`config.mk`:
```
export PLATFORM = sky130hd
export DESIGN_NAME = bf_truth_sweep_flat
export DESIGN_NICKNAME = d
export VERILOG_FILES = /design/src/rtl/bf_sweep_pkg.sv /design/src/rtl/bf_truth_sweep_if.sv /design/src/rtl/bf_hold_timer.sv /design/src/rtl/bf_truth_sweep.sv /design/src/flat_wrapper.sv
export SDC_FILE = /design/constraint.sdc
export NUM_CORES = 1
export LEC_CHECK = 0
export CORE_UTILIZATION = 50
export CTS_BUF_LIST = sky130_fd_sc_hd__clkbuf_4 sky130_fd_sc_hd__clkbuf_8
export CTS_CLUSTER_SIZE = 16
export DETAILED_ROUTE_END_ITERATION = 10
export MAX_ROUTING_LAYER = met4
export PLACE_DENSITY = 0.82
export SETUP_SLACK_MARGIN = 0.02
export SYNTH_ARGS = -nofsm -noshare
export SYNTH_HDL_FRONTEND = slang
export SYNTH_SLANG_ARGS = --single-unit
export TNS_END_PERCENT = 10
```
`constraint.sdc`:
```
create_clock -name clk -period 2.3 [get_ports clk]
set_input_delay 0.69 -clock clk [delete_from_list [all_inputs] [get_ports clk]]
set_output_delay 0.69 -clock clk [all_outputs]
set_load 0.1 [all_outputs]
```
`src/rtl/bf_sweep_pkg.sv`:
```
// Shared types and helpers for the truth-table sweep stage.
package bf_sweep_pkg;

  typedef enum logic [1:0] {
    IDLE  = 2'd0,
    DRIVE = 2'd1,
    DONE  = 2'd2
  } state_t;

  localparam int HOLD_W = 8;
  localparam int GRAY_W = 8;

  function automatic logic [GRAY_W-1:0] gray_of(input logic [GRAY_W-1:0] value);
    return value ^ (value >> 1);
  endfunction

endpackage

```
`src/rtl/bf_truth_sweep_if.sv`:
```
// Bus between the sweep stage (slave) and the function block / checker side (master).
interface bf_truth_sweep_if #(
  parameter int N_IN = 3
);
  // Handshake: start is a request taken only while the stage is idle (busy low,
  // done low); it is never queued. done is a single-cycle completion pulse, and
  // truth_d/truth_e are valid from the done cycle until the next accepted start.
  logic                 start;
  logic [N_IN-1:0]      in_vec;
  logic                 d_i;
  logic                 e_i;
  logic                 busy;
  logic                 done;
  logic [2**N_IN-1:0]   truth_d;
  logic [2**N_IN-1:0]   truth_e;

  modport master (
    output start, d_i, e_i,
    input  in_vec, busy, done, truth_d, truth_e
  );

  modport slave (
    input  start, d_i, e_i,
    output in_vec, busy, done, truth_d, truth_e
  );
endinterface

```
`src/rtl/bf_hold_timer.sv`:
```
// Hold-window timer: counts enabled cycles and pulses tc on the last cycle of each window.
module bf_hold_timer
  import bf_sweep_pkg::*;
#(
  parameter int HOLD_CYC = 4
) (
  input  logic clk,
  input  logic rst_n,
  input  logic clr,
  input  logic en,
  output logic tc
);

  localparam logic [HOLD_W-1:0] LAST = HOLD_W'(HOLD_CYC - 1);

  logic [HOLD_W-1:0] count;

  assign tc = en && (count == LAST);

  always_ff @(posedge clk) begin
    if (!rst_n || clr) begin
      count <= '0;
    end else if (en) begin
      count <= tc ? '0 : count + HOLD_W'(1);
    end
  end

endmodule

```
`src/rtl/bf_truth_sweep.sv`:
```
// Synchronous truth-table sweep around a 3-input boolean block.
// Build option GRAY_ORDER_EN: drive patterns in Gray order instead of binary order.
module bf_truth_sweep
  import bf_sweep_pkg::*;
#(
  parameter int N_IN     = 3,
  parameter int HOLD_CYC = 4
) (
  input  logic               clk,
  input  logic               rst_n,
  bf_truth_sweep_if.slave    bus,
  output state_t             state_dbg
);

  localparam int              NPAT = 2**N_IN;
  localparam logic [N_IN-1:0] LAST = '1;

  state_t            state;
  state_t            next_state;
  logic [N_IN-1:0]   pattern;
  logic [N_IN-1:0]   drive_val;
  logic [NPAT-1:0]   truth_d_q;
  logic [NPAT-1:0]   truth_e_q;
  logic              hold_clr;
  logic              hold_en;
  logic              hold_tc;
  logic              launch;
  logic              busy;
  logic              done;
  logic [N_IN-1:0]   in_vec;

  // Capture index is the value actually driven, so results keep binary-index meaning.
`ifdef GRAY_ORDER_EN
  assign drive_val = N_IN'(gray_of(GRAY_W'(pattern)));
`else
  assign drive_val = pattern;
`endif

  bf_hold_timer #(
    .HOLD_CYC (HOLD_CYC)
  ) u_hold (
    .clk   (clk),
    .rst_n (rst_n),
    .clr   (hold_clr),
    .en    (hold_en),
    .tc    (hold_tc)
  );

  always_comb begin
    next_state = state;
    busy       = 1'b0;
    done       = 1'b0;
    in_vec     = '0;
    hold_clr   = 1'b0;
    hold_en    = 1'b0;
    launch     = 1'b0;
    unique case (state)
      IDLE: begin
        if (bus.start) begin
          next_state = DRIVE;
          hold_clr   = 1'b1;
          launch     = 1'b1;
        end
      end
      DRIVE: begin
        busy    = 1'b1;
        hold_en = 1'b1;
        in_vec  = drive_val;
        if (hold_tc && (pattern == LAST)) next_state = DONE;
      end
      DONE: begin
        done       = 1'b1;
        next_state = IDLE;
      end
      default: next_state = IDLE;
    endcase
  end

  always_ff @(posedge clk) begin
    if (!rst_n) begin
      state     <= IDLE;
      pattern   <= '0;
      truth_d_q <= '0;
      truth_e_q <= '0;
    end else begin
      state <= next_state;
      if (launch) begin
        pattern   <= '0;
        truth_d_q <= '0;
        truth_e_q <= '0;
      end else if ((state == DRIVE) && hold_tc) begin
        truth_d_q[drive_val] <= bus.d_i;
        truth_e_q[drive_val] <= bus.e_i;
        if (pattern != LAST) pattern <= pattern + N_IN'(1);
      end
    end
  end

  assign bus.in_vec  = in_vec;
  assign bus.busy    = busy;
  assign bus.done    = done;
  assign bus.truth_d = truth_d_q;
  assign bus.truth_e = truth_e_q;
  assign state_dbg   = state;

endmodule

```
`src/flat_wrapper.sv`:
```
// flat-port wrapper written by rule: the top's interface ports become plain ports
module bf_truth_sweep_flat import bf_sweep_pkg::*;
#(
  parameter int N_IN     = 3,
  parameter int HOLD_CYC = 4
)
  (clk, rst_n, state_dbg, bus_start, bus_d_i, bus_e_i, bus_in_vec, bus_busy, bus_done, bus_truth_d, bus_truth_e);
  bf_truth_sweep_if #(.N_IN(N_IN)) bus_i ();
  input  logic clk;
  input  logic rst_n;
  output state_t state_dbg;
  input wire logic [$bits(bus_i.start)-1:0] bus_start;
  input wire logic [$bits(bus_i.d_i)-1:0] bus_d_i;
  input wire logic [$bits(bus_i.e_i)-1:0] bus_e_i;
  output wire logic [$bits(bus_i.in_vec)-1:0] bus_in_vec;
  output wire logic [$bits(bus_i.busy)-1:0] bus_busy;
  output wire logic [$bits(bus_i.done)-1:0] bus_done;
  output wire logic [$bits(bus_i.truth_d)-1:0] bus_truth_d;
  output wire logic [$bits(bus_i.truth_e)-1:0] bus_truth_e;
  assign bus_i.start = bus_start;
  assign bus_i.d_i = bus_d_i;
  assign bus_i.e_i = bus_e_i;
  assign bus_in_vec = bus_i.in_vec;
  assign bus_busy = bus_i.busy;
  assign bus_done = bus_i.done;
  assign bus_truth_d = bus_i.truth_d;
  assign bus_truth_e = bus_i.truth_e;
  bf_truth_sweep #(.N_IN(N_IN), .HOLD_CYC(HOLD_CYC)) u_core (.clk(clk), .rst_n(rst_n), .bus(bus_i), .state_dbg(state_dbg));
endmodule
```
Word level (Yosys, flattened, before mapping)
Index checks and enable logic that the tools add are counted.
{"block": "totals", "in_bits": 5, "reg_bits": 29}
{"block": "classes", "bitwise": 1, "n_eq_ne": 7, "n_lt_le_gt_ge": 2, "add_sub_neg": 2, "n_reduce_logical": 10, "muxes": 13}
{"cell": "bitwise mux 8 bit", "n": 2}
{"cell": "adder 8 x 1 -> 8 bit, second input constant", "n": 1}
{"cell": "equality test 8 x 2 -> 1 bit, second input constant", "n": 1}
{"cell": "two-way mux 8 bit", "n": 1}
{"cell": "two-way mux 1 bit", "n": 5}
{"cell": "logical AND 1 bit", "n": 4}
{"cell": "< comparator 3 x 4 -> 1 bit, second input constant", "n": 1}
{"cell": "two-way mux 2 bit", "n": 2}
{"cell": "one-hot mux 2 bit (2 select lines)", "n": 1}
{"cell": "AND reduction 2 bit", "n": 2}
{"cell": "adder 3 x 1 -> 3 bit, second input constant", "n": 1}
{"cell": "demux 1 bit (select 3 bit)", "n": 1}
{"cell": "equality test 3 bit, second input constant", "n": 1}
{"cell": "greater-or-equal comparator 3 x 1 -> 1 bit, second input constant", "n": 1}
{"cell": "two-way mux 3 bit", "n": 1}
{"cell": "inequality test 3 bit, second input constant", "n": 1}
{"cell": "equality test 2 x 1 -> 1 bit, second input constant", "n": 1}
{"cell": "equality test 2 bit, second input constant", "n": 1}
{"cell": "logical NOT 2 bit", "n": 1}
{"cell": "inequality test 2 x 1 -> 1 bit, second input constant", "n": 1}
{"cell": "inequality test 2 bit, second input constant", "n": 1}
{"cell": "OR reduction 2 bit", "n": 1}
{"cell": "logical NOT 1 bit", "n": 1}
{"cell": "logical OR 1 bit", "n": 1}
{"cell": "inverter 1 bit", "n": 1}

Depth between registers and ports, before layout
Gate-level depths: netlist of the first run.
{"block": "logic_depth", "word_depth": 6, "mapped_depth": 6, "mapped_depth_nobuf": 5}

By module
From an unflattened synthesis of the first run, not the netlist that was laid out.
{"block": "hier_totals", "hier_cells": 135, "area_unflattened_um2": 1323.8}
{"module": "bf_truth_sweep", "area_each_um2": 930.9, "instances": 1, "cells_per_inst": 93}
{"module": "bf_hold_timer", "area_each_um2": 392.9, "instances": 1, "cells_per_inst": 42}

Least setup slack after synthesis of the first run
Ideal clock, no wire load.
{"block": "synth_path", "path_kind": "reg-to-output", "start": "register u_core.state[0] (netlist: u_core.state_dbg[0])", "end": "output port bus_in_vec[0]", "n_path_buf": 2, "path_slack_ns": -1.587, "required_ns": 1.610, "arrival_ns": 3.197, "path_stages_with_launch": 5, "cell_sequence": "dfxtp_1 -> clkbuf_1 -> nor2b_1 -> clkbuf_1 -> and2_1"}
{"block": "synth_between", "elab_chain_cells": 2}
{"item": "from (decl)", "line_no": "bf_truth_sweep.sv:18", "text": "state_t state;"}
{"item": "from (signal assigned)", "line_no": "bf_truth_sweep.sv:86", "text": "state <= next_state;"}
{"item": "equality test 2 x 1 -> 1 bit", "line_no": "bf_truth_sweep.sv:57", "text": "unique case (state)"}
{"item": "two-way mux 3 bit", "line_no": "bf_truth_sweep.sv:57"}
{"item": "to (decl)", "line_no": "flat_wrapper.sv:15", "text": "output wire logic [$bits(bus_i.in_vec)-1:0] bus_in_vec;"}
Every way passes these cells.

Final worst setup path of the first run
{"block": "layout_path", "start": "register u_core.state[0] (netlist: u_core.state_dbg[0])", "end": "output port bus_busy"}
{"block": "layout_between", "elab_chain_cells": 2}
{"item": "equality test 2 x 1 -> 1 bit", "line_no": "bf_truth_sweep.sv:57"}
{"item": "two-way mux 1 bit", "line_no": "bf_truth_sweep.sv:57"}
{"item": "to (decl)", "line_no": "flat_wrapper.sv:16", "text": "output wire logic [$bits(bus_i.busy)-1:0] bus_busy;"}
Every way passes these cells.

==> impl_metrics.yaml, run 1 <==
status:
  status: "complete, no violations"
finish:
  final_common_cell: "dfxtp_1"
  fill_cells: 216
  final_util_pct: 69.8
  drive_above_1_share_pct: 27.0
  fin_area_sq_mm: 0.00179
  layout_common_cells: "27 x dfxtp_1, 23 x buf_4, 20 x nand3_1"
  layout.nets: 185
  diodes: 0
  areaGrowthSynthToFinish_pct: 27.5
worst_setup_path:
  start_kind: "flop"
  cp_top_family: "flip-flops"
  crit_required_ps: 1610
  cp.arrival_ps: 1390
  crit_chain: "nor2b_1 -> buf_4 -> buf_12"
  cp_max_fo: 9
  slowest_stage: "dfxtp_4"
  cp-end-kind: "primary output"
  crit_buf_inv: 2
  slowest_delay_ps: 410
  worstSetupPathType: "reg2out"
detailed_routing:
  drtAntennaViolNets: 0
  viasPerCell: 6.19
  wl_per_cell_um: 16.2
  wl_met1_um: 1450
  drt-pass1-iter-count: 4
  routed.top_layer: "met4"
  vias: 1288
  wl_um: 3370
  met3_length_um: 223
  wl_met2_um: 1610
  drt_iter0_markers: 37
  post-route-drc-count: 0
die:
  start_util_pct: 54.8
  die_x_um: 55.0
  die_y_um: 55.0
  rows: 18
  ios: 28
  dieArea_sq_mm: 0.00303
  core_area_sq_mm: 0.00257
sta:
  fmax_mhz: 480
  slew_headroom_pct: 61.9
  hold_viol: 0
  rsz0062_at_grt: "false"
  fin_crit_sh_pct: 90.6
  setup_viol: 0
  drv_slew: 0
  finalSetupTns_ps: 0
  fin_crit_ps: 2080
  worst_pin_slew_ps: 569
  skew_ps: 12.1
cts:
  hold_buffers: 0
  cts.repair.resized: 0
  root_buffer: "clkbuf_4"
  numCtsBuffers: 5
  clockBufferDepth: 2
  ctsHtreeMaxLevel: 2
  tritoncts: "yes"
  clk_pin_slew_ps: 100
  cts_setup_buffers: 0
  clk_latency_ps: 330
  clock-sinks: 29
synthesis:
  yosysSeqAreaShare_pct: 41.3
  synth_top_flop_cell: "dfxtp_1"
  synth_area_sq_mm: 0.00141
  synthesis.nets: 160
  synth.avg_cell_area_sq_um: 9.25
  ys_types: 38
  postSynth.asyncResetShare_pct: 0
  synth_edf_count: 0
  synth_warnings: 0
  netlist_instances: 152
  synth.ff_latch_count: 29
place:
  place_area_sq_mm: 0.00172
  port_buffers: 27
  dp_hpwl_um: 2320
  place_congestion: 0.895
grt:
  track_usage_pct: 27.1
  grt_max_degree: 17
  antenna_found_initial: 0
  grt-ovfl-total: 0
  grt_pass1_vias: 1179
  grt_pass1_wl_um: 5400
pwr:
  vdd_ir_drop_max_mv: 0.451
  power_density_mw_per_mm2: 526
  p_leak_nw: 0.761
worst_hold_path:
  worstHoldPathType: "reg2reg"
job:
  cap_violations: 0
worst paths after layout:
kind	from	to	slack, ps	cells after the start
hold reg to reg	u_core.bus.truth_e[5]$_SDFFE_PP0P_	u_core.bus.truth_e[5]$_SDFFE_PP0P_	480	2
hold / removal	u_core.bus.truth_e[5]$_SDFFE_PP0P_	u_core.bus.truth_e[5]$_SDFFE_PP0P_	480	2
setup reg to reg	u_core.u_hold.count[3]$_SDFFE_PP0N_	u_core.bus.truth_e[7]$_SDFFE_PP0P_	350	3
setup / recovery	u_core.state_dbg[0]$_SDFFE_PN0P_	bus_busy	220	3
cell usage after synthesis (4+ instances only):
| cell type | instances | share of area (%) |
|---|---|---|
| o21ai_0 | 4 | 1.4 |
| mux2i_1 | 17 | 12 |
| nand4_1 | 9 | 4.0 |
| clkbuf_1 | 9 | 2.4 |
| a211oi_1 | 5 | 2.7 |
| a21oi_1 | 4 | 1.4 |
| dfxtp_1 | 29 | 41 |
| buf_1 | 4 | 1.1 |
| nand3_1 | 20 | 7.1 |
tightest hold or removal path: cells and delay by family (launching register included):
kind	cells	cell delay, ps
AND/OR/NAND/NOR	1	60
multiplexers	1	60
flip-flops	1	320
power by group:
| part | internal (W) | switching (W) | leakage (nW) |
|---|---|---|---|
| logic | 0.0000240 | 0.0000486 | 0.484 |
| registers | 0.000504 | 0.00000477 | 0.235 |
| clock network | 0.000177 | 0.000184 | 0.0413 |
kinds of logic (layout without fill, tap and decap cells):
| logic type | Yosys count | in the layout | share of synthesized area, % |
|---|---|---|---|
| fa+ha+maj | 3 | 3 | 2.67 |
| simple gates | 66 | 66 | 29.8 |
| flops | 29 | 29 | 41.3 |
| compound gates | 19 | 19 | 8.90 |
| xor+xnor | 1 | 1 | 0.623 |
| buf+inv | 17 | 43 | 4.63 |
| mux | 17 | 17 | 12.1 |
flip-flops by register name (all words and copies together) (netlist names):
| name | flops |
|---|---|
| u_core.bus.truth_d | 8 |
| u_core.bus.truth_e | 8 |
| u_core.drive_val | 3 |
| u_core.state_dbg | 2 |
| u_core.u_hold.count | 8 |
routing by layer:
layer	vias to the layer above	global-route usage [%]
li1	620	-
met1	600	33.6
met4	0	11.3
met5	-	-
met2	56	40.8
met3	12	8.20
stage by stage:
step | instances | power, W | setup WS, ps | hold slack [ps]
after floorplan | 152 | 0.000567 | -113 | 474
after global placement | 200 | 0.000591 | 49.9 | 458
after detailed placement | 200 | 0.000593 | 24.2 | 467
after CTS | 208 | 0.000946 | 210 | 486
after global routing | 208 | 0.000972 | 150 | 503
final | 208 | 0.000943 | 216 | 484
area by class of cell:
cell class	count	area [sq um]	area share [%]
Multi-Input combinational cell	106	776	43.3
Inverter	3	11.3	0.628
Timing Repair Buffer	32	313	17.4
Sequential cell	29	586	32.7
Tap cell	30	37.5	2.09
Clock buffer	7	65.1	3.63
Clock inverter	1	5.00	0.279
Power figures use the tool's default switching activity.
==> inputs of run 2 (changes only) <==
- DONT_BUFFER_PORTS: unset -> 1
- PLACE_DENSITY: 0.82 -> 0.69
- SYNTH_HIERARCHICAL: unset -> 1
==> run 2 against run 1 <==
Combinational power is 3.7% lower. Non-clock buffer count is 12 lower. Setup slack worse by 19 ps. Clock power is 2% lower. First-iteration DRC count is 19% lower. Worst hold slack got worse by 6.5 ps. Fmax shrank 0.90%. Sequential share of layout area grew 3.6 points. Largest power group unchanged.
==> impl_metrics.yaml, run 2 <==
sta:
  worst_pin_slew_ps: 429
  setup_ws_ps: 197
  fin_crit_ps: 2100
  drv_slew: 0
  finalSetupTns_ps: 0
  setup_viol: 0
  fin_crit_sh_pct: 91.4
  slew_headroom_pct: 71.3
  skew_ps: 8.81
  fmax_mhz: 475
  rsz0062_at_grt: "false"
  hold_viol: 0
synthesis:
  synth_warnings: 6
  synth.avg_cell_area_sq_um: 9.81
  synth_edf_count: 0
  netlist_instances: 135
  yosysTopAreaCellShare_pct: 43.9
  ys_types: 30
  yosysTopAreaCell: "dfxtp_1"
  synth.ff_latch_count: 29
  synth_common_cells: "29 x dfxtp_1, 20 x nand3_1, 19 x mux2i_1"
  synth_area_sq_mm: 0.00132
  yosysSeqAreaShare_pct: 43.9
  postSynth.asyncResetShare_pct: 0
  synth_top_flop_cell: "dfxtp_1"
  synthesis.nets: 143
  ys_top_cells_by_area: "dfxtp_1 44%, mux2i_1 14%, nand3_1 7.6%"
  yosysMostFrequentCell: "dfxtp_1"
detailed_routing:
  viasPerCell: 5.71
  wl_um: 2730
  drt-pass1-iter-count: 4
  post-route-drc-count: 0
  drtAntennaViolNets: 0
  wl_per_cell_um: 14.5
  drt_iter0_markers: 30
  vias: 1080
die:
  start_util_pct: 53.0
  die_x_um: 53.5
  core_area_sq_mm: 0.00250
  die_y_um: 53.5
  ios: 28
  rows: 18
  dieArea_sq_mm: 0.00286
cts:
  ctsHtreeMaxLevel: 2
  cts_setup_buffers: 0
  cts.repair.resized: 0
  tritoncts: "yes"
  hold_buffers: 0
  clk_latency_ps: 330
  numCtsBuffers: 5
  clk_pin_slew_ps: 100
  clock-sinks: 29
  root_buffer: "clkbuf_4"
  clockBufferDepth: 2
grt:
  grt_pass1_vias: 1027
  antenna_found_initial: 0
  grt_max_degree: 24
  grt-ovfl-total: 0
  track_usage_pct: 24.3
  grt_pass1_wl_um: 4600
worst_setup_path:
  crit_buf_inv: 0
  worstSetupPathType: "reg2out"
  cp_max_fo: 13
  r2r_end: "u_core/bus.truth_e[7]$_SDFFE_PP0P_"
  crit_required_ps: 1610
  cp-end-kind: "primary output"
  slowest_stage: "and2_4"
  cp.arrival_ps: 1410
  critPathLaunch: "u_core/state_dbg[1]$_SDFFE_PN0P_"
  r2r-start: "u_core/u_hold/count[2]$_SDFFE_PP0P_"
  critical_path_cell_count: 2
  endpoint: "bus_in_vec[0]"
  cp_top_family: "simple AND/OR/NAND/NOR gates"
  r2r_cells: 5
  slowest_delay_ps: 400
  start_kind: "flop"
  ff2ff_setup_slack_ps: 260
  crit_chain: "nor2b_4 -> and2_4"
finish:
  areaGrowthSynthToFinish_pct: 22.0
  fin_area_sq_mm: 0.00162
  layout.nets: 166
  layout_common_cells: "27 x dfxtp_1, 20 x nand3_1, 19 x buf_4, 19 x mux2i_1, 10 x nand2_1"
  stdcell_count: 189
  fill_cells: 209
  final_common_cell: "dfxtp_1"
  drive_above_1_share_pct: 27.0
  diodes: 0
place:
  place_congestion: 0.744
  dp_slack_ps: 271
  port_buffers: 0
  dp_cells: 181
  dp_hpwl_um: 1980
  place_area_sq_mm: 0.00155
worst_hold_path:
  worstHoldPathType: "reg2reg"
pwr:
  p_leak_nw: 0.721
  power_density_mw_per_mm2: 577
  vdd_ir_drop_max_mv: 0.461
status:
  status: "complete, no violations"
job:
  cap_violations: 0
run 2: logic make-up after synthesis:
logic type                 Yosys count  share of synthesized area [%]
and+or+nand+nor                     65                           28.3
DFF                                 29                           43.9
muxes                               19                           14.4
AOI/OAI and AO/OA                   10                           5.95
buffers and inverters                5                           2.08
xor gates and xnor gates             4                           2.65
adders and majority gates            3                           2.84
run 2: worst min path at each step:
stage                                        start                                   to  depth (start not counted)  slack [ps]
2_1_floorplan  u_core/u_hold/count[0]$_SDFFE_PP0P_  u_core/u_hold/count[0]$_SDFFE_PP0P_                          2         480
3_3_place_gp    u_core/bus.truth_e[4]$_SDFFE_PP0P_   u_core/bus.truth_e[4]$_SDFFE_PP0P_                          2         460
3_5_place_dp    u_core/bus.truth_e[1]$_SDFFE_PP0P_   u_core/bus.truth_e[1]$_SDFFE_PP0P_                          2         470
4_1_cts         u_core/bus.truth_e[1]$_SDFFE_PP0P_   u_core/bus.truth_e[1]$_SDFFE_PP0P_                          2         480
5_1_grt                                      rst_n     u_core/state_dbg[0]$_SDFFE_PN0P_                          1         480
6_report        u_core/bus.truth_e[1]$_SDFFE_PP0P_   u_core/bus.truth_e[1]$_SDFFE_PP0P_                          2         480
run 2: metal layers:
metal | vias to the layer above | global-route usage (%) | share of wire (%)
met5 | - | - | 0
met4 | 0 | 10.5 | 2.1
met3 | 9 | 8.91 | 7.1
met2 | 36 | 39.0 | 50
met1 | 504 | 26.9 | 41
li1 | 531 | - | -
run 2: stage by stage:
| step | util [%] | hold WS (ps) | total power (W) |
|---|---|---|---|
| 2_1_floorplan | - | 479 | 0.000584 |
| 3_3_place_gp | 61.8 | 461 | 0.000588 |
| 3_5_place_dp | 61.8 | 467 | 0.000589 |
| 4_1_cts | 64.6 | 480 | 0.000943 |
| 5_1_grt | 64.6 | 483 | 0.000974 |
| 6_report | 64.6 | 478 | 0.000931 |
run 2: worst reg2reg max path: cells and delay by family, from the launching register on:
family | cells | cell delay, ps
DFF | 1 | 360
and+or+nand+nor | 4 | 1420
muxes | 1 | 180
run 2: area by class of cell:
cell class                 count  area (sq um)  area share [%]
sequential                    29           586            36.3
clock inverter                 1          5.00           0.310
multi-input combinational    101           756            46.8
timing repair buffer          20           163            10.1
clock buffer                   7          65.1            4.03
tap                           30          37.5            2.32
inverter                       1          3.75           0.232
run 2: report_power, final:
| group | switching (W) | internal [W] |
|---|---|---|
| sequential | 0.00000209 | 0.000504 |
| combinational | 0.0000511 | 0.0000188 |
| clock | 0.000178 | 0.000177 |
| total | 0.000231 | 0.000700 |
==> patch (settings of run 2) <==
`HOLD_W`: 8 -> 9.
--- a/src/rtl/bf_sweep_pkg.sv
+++ b/src/rtl/bf_sweep_pkg.sv
@@ -8,5 +8,5 @@
   } state_t;
 
-  localparam int HOLD_W = 8;
+  localparam int HOLD_W = 9;
   localparam int GRAY_W = 8;
 
Formal check against the unedited RTL: no difference found for any inputs over 10 cycles, from zero or initial values and one cycle with rst_n low; that may be too few to reach the edited logic, so the function may still have changed.
==> patch against run 2 <==
- worst setup slack improved by 19 ps
- sequential power increased by 4%
- design area increased by 6.1%
- first-iteration DRC count decreased by 33%
- fmax increased by 0.91%
- sequential cell count increased by 1
- area after synthesis increased by 5.8%
- via count increased by 7.7%
- critical endpoint is now bus_in_vec[1]
- wire length increased by 11%
- power decreased by 0.40%
==> patch: results (changes against run 2) <==
- **largest cells by area after synthesis** dfxtp_1 43%, mux2i_1 13%, nand3_1 7.5%, nand2_1 2.9%, and4bb_2 2.7%, was dfxtp_1 44%, mux2i_1 14%, nand3_1 7.6%, nand2_1 3.1%, ha_1 2.8%
- **pin slew with the least headroom to its limit** 418 ps, was 429 ps
- **proportion of register bits with asynchronous set or reset after synthesis** 0, unchanged
- **Post-layout nets** 178, was 166
- **proportion of synthesized area in mux cells** 0.129, was 0.144
- **master of the slowest instance on the critical path** dfxtp_2, was and2_4
- **cell count of the worst hold path** 2, unchanged
- **layout cell share with drive strength beyond 1** 0.287, was 0.270
- **Largest register FFs** 9
- **switching power total** 0.000230 W, was 0.000231 W
- **clock slew at the register clock pins of the worst setup and hold paths** 90 ps
- **Pre-antenna DRT Iters** 4, unchanged
- **share of the yosys chip area belonging to registers** 0.429, was 0.439
- **leakage power of the design** 0.759 nW, was 0.721 nW
- **logic depth of the worst register-to-register path** 6, was 5
- **fill count** 204, was 209
- **Net Count, Synth** 154, was 143
- **Worst Path Max Fanout** 16, was 13
- **clock tree skew after final layout** 8.73 ps, was 8.81 ps
- **worst stage delay on the critical path** 370 ps, was 400 ps
- **vias in the first global route** 1092, was 1027
- **compound-gate portion of the synthesized area** 0.0536, was 0.0595
- **outcome** complete, no violations, unchanged
- **IR Drop Worst-Case VDD** 0.468 mV, was 0.461 mV
- **Via-to-Cell Ratio** 5.79, was 5.71
- **largest net degree at the start of global routing** 24, unchanged
- **count of instances resized after the clock tree is built** 0, unchanged
- **count of warnings emitted by yosys** 6, unchanged
- **cell area after synthesis** 1400 sq um, was 1320 sq um
- **buffers from clock root to sink, at most** 2, unchanged
- **initial DRC count** 20, was 30
- **root buffer cell** clkbuf_4, unchanged
- **class of the tightest hold or removal check** flop to flop, unchanged
- **total number of H-tree levels** 2, unchanged
- **top_reg_cell synth** dfxtp_1, unchanged
- **clock latency at the later pin of the worst-skew pair** 330 ps, about the same
- **Sw Share** 0.247, was 0.248
- **number of I/O port buffers** 0, unchanged
- **Unique masters post-synth** 34, was 30
- **gpl congestion** 0.788, was 0.744
- **largest reg by FF count** u_core/u_hold/count
- **overall routing resource usage** 0.239, was 0.243
- **portion of total power attributed to combinational logic** 0.075, about the same
- **detailed placer's ending HPWL** 2.16 mm, was 1.98 mm
- **ant diodes** 0, unchanged
- **DR WL/cell** 15.1 microns, was 14.5 microns
- **Clock Power Share** 0.360, was 0.381
- **share of the synthesized netlist area taken by xor and xnor gates** 0.0250, was 0.0265
- **post-synthesis share of cell area spent on full adders, half adders and majority gates** 0.0268, was 0.0284
- **commonest cells in the synthesized netlist** 30 x dfxtp_1, 21 x nand3_1, 18 x mux2i_1, was 29 x dfxtp_1, 20 x nand3_1, 19 x mux2i_1
- **post-placement cell area** 1650 sq um, was 1550 sq um
- **antenna violations before repair** 0, unchanged
- **critical path data arrival time** 1390 ps, was 1410 ps
- **post-CTS setup buffer count** 0, unchanged
- **wire length of the first global-routing pass** 4.84 mm, was 4.60 mm
patch: per-stage QoR:
step	utilization	worst slack [ps]	cells	setup TNS (ps)
4_1_cts	0.668	208	201	0
6_report	0.668	216	201	0
3_5_place_dp	0.643	437	193	0
5_1_grt	0.668	136	201	0
2_1_floorplan	-	-185	146	-2870
3_3_place_gp	0.643	479	193	0
patch: logic make-up after synthesis:
group / count (synthesis)
and+or+nand+nor: 71
buffers and inverters: 8
DFF: 30
muxes: 18
adders and majority gates: 3
AOI/OAI and AO/OA: 12
xor gates and xnor gates: 4
patch: area by class of cell:
class,instances,area (sq um),share of cell area
multi-input cells,108,777,0.453
flip-flops and latches,30,606,0.353
repair buffers,23,223,0.130
clock buffers,7,58.8,0.0343
well taps,30,37.5,0.0219
inverters,2,7.51,0.00438
clock inverters,1,5.00,0.00292
patch: per-layer routing:
layer	up-vias	wire [microns]	share of wire	global-route usage
met5	-	0	0	-
met3	6	170	0.056	0.0792
met2	31	1370	0.45	0.365
met4	0	36	0.012	0.0958
met1	551	1450	0.48	0.290
li1	575	-	-	-
patch: worst register-to-register path, delay by kind of cell (launching register included):
| family | cells | cell delay (ps) |
|---|---|---|
| and+or+nand+nor | 5 | 1200 |
| DFF | 1 | 370 |
| muxes | 1 | 150 |
patch: path summary, 6_finish.rpt:
check | from | end | slack [ps]
worst max register to register | u_core/state_dbg[1] | u_core/bus.truth_e[3] | 460
worst min register to register | u_core/bus.truth_e[7] | u_core/bus.truth_e[7] | 480
worst min-delay path | u_core/bus.truth_e[7] | u_core/bus.truth_e[7] | 480
worst max-delay path | u_core/state_dbg[1] | bus_in_vec[1] | 220
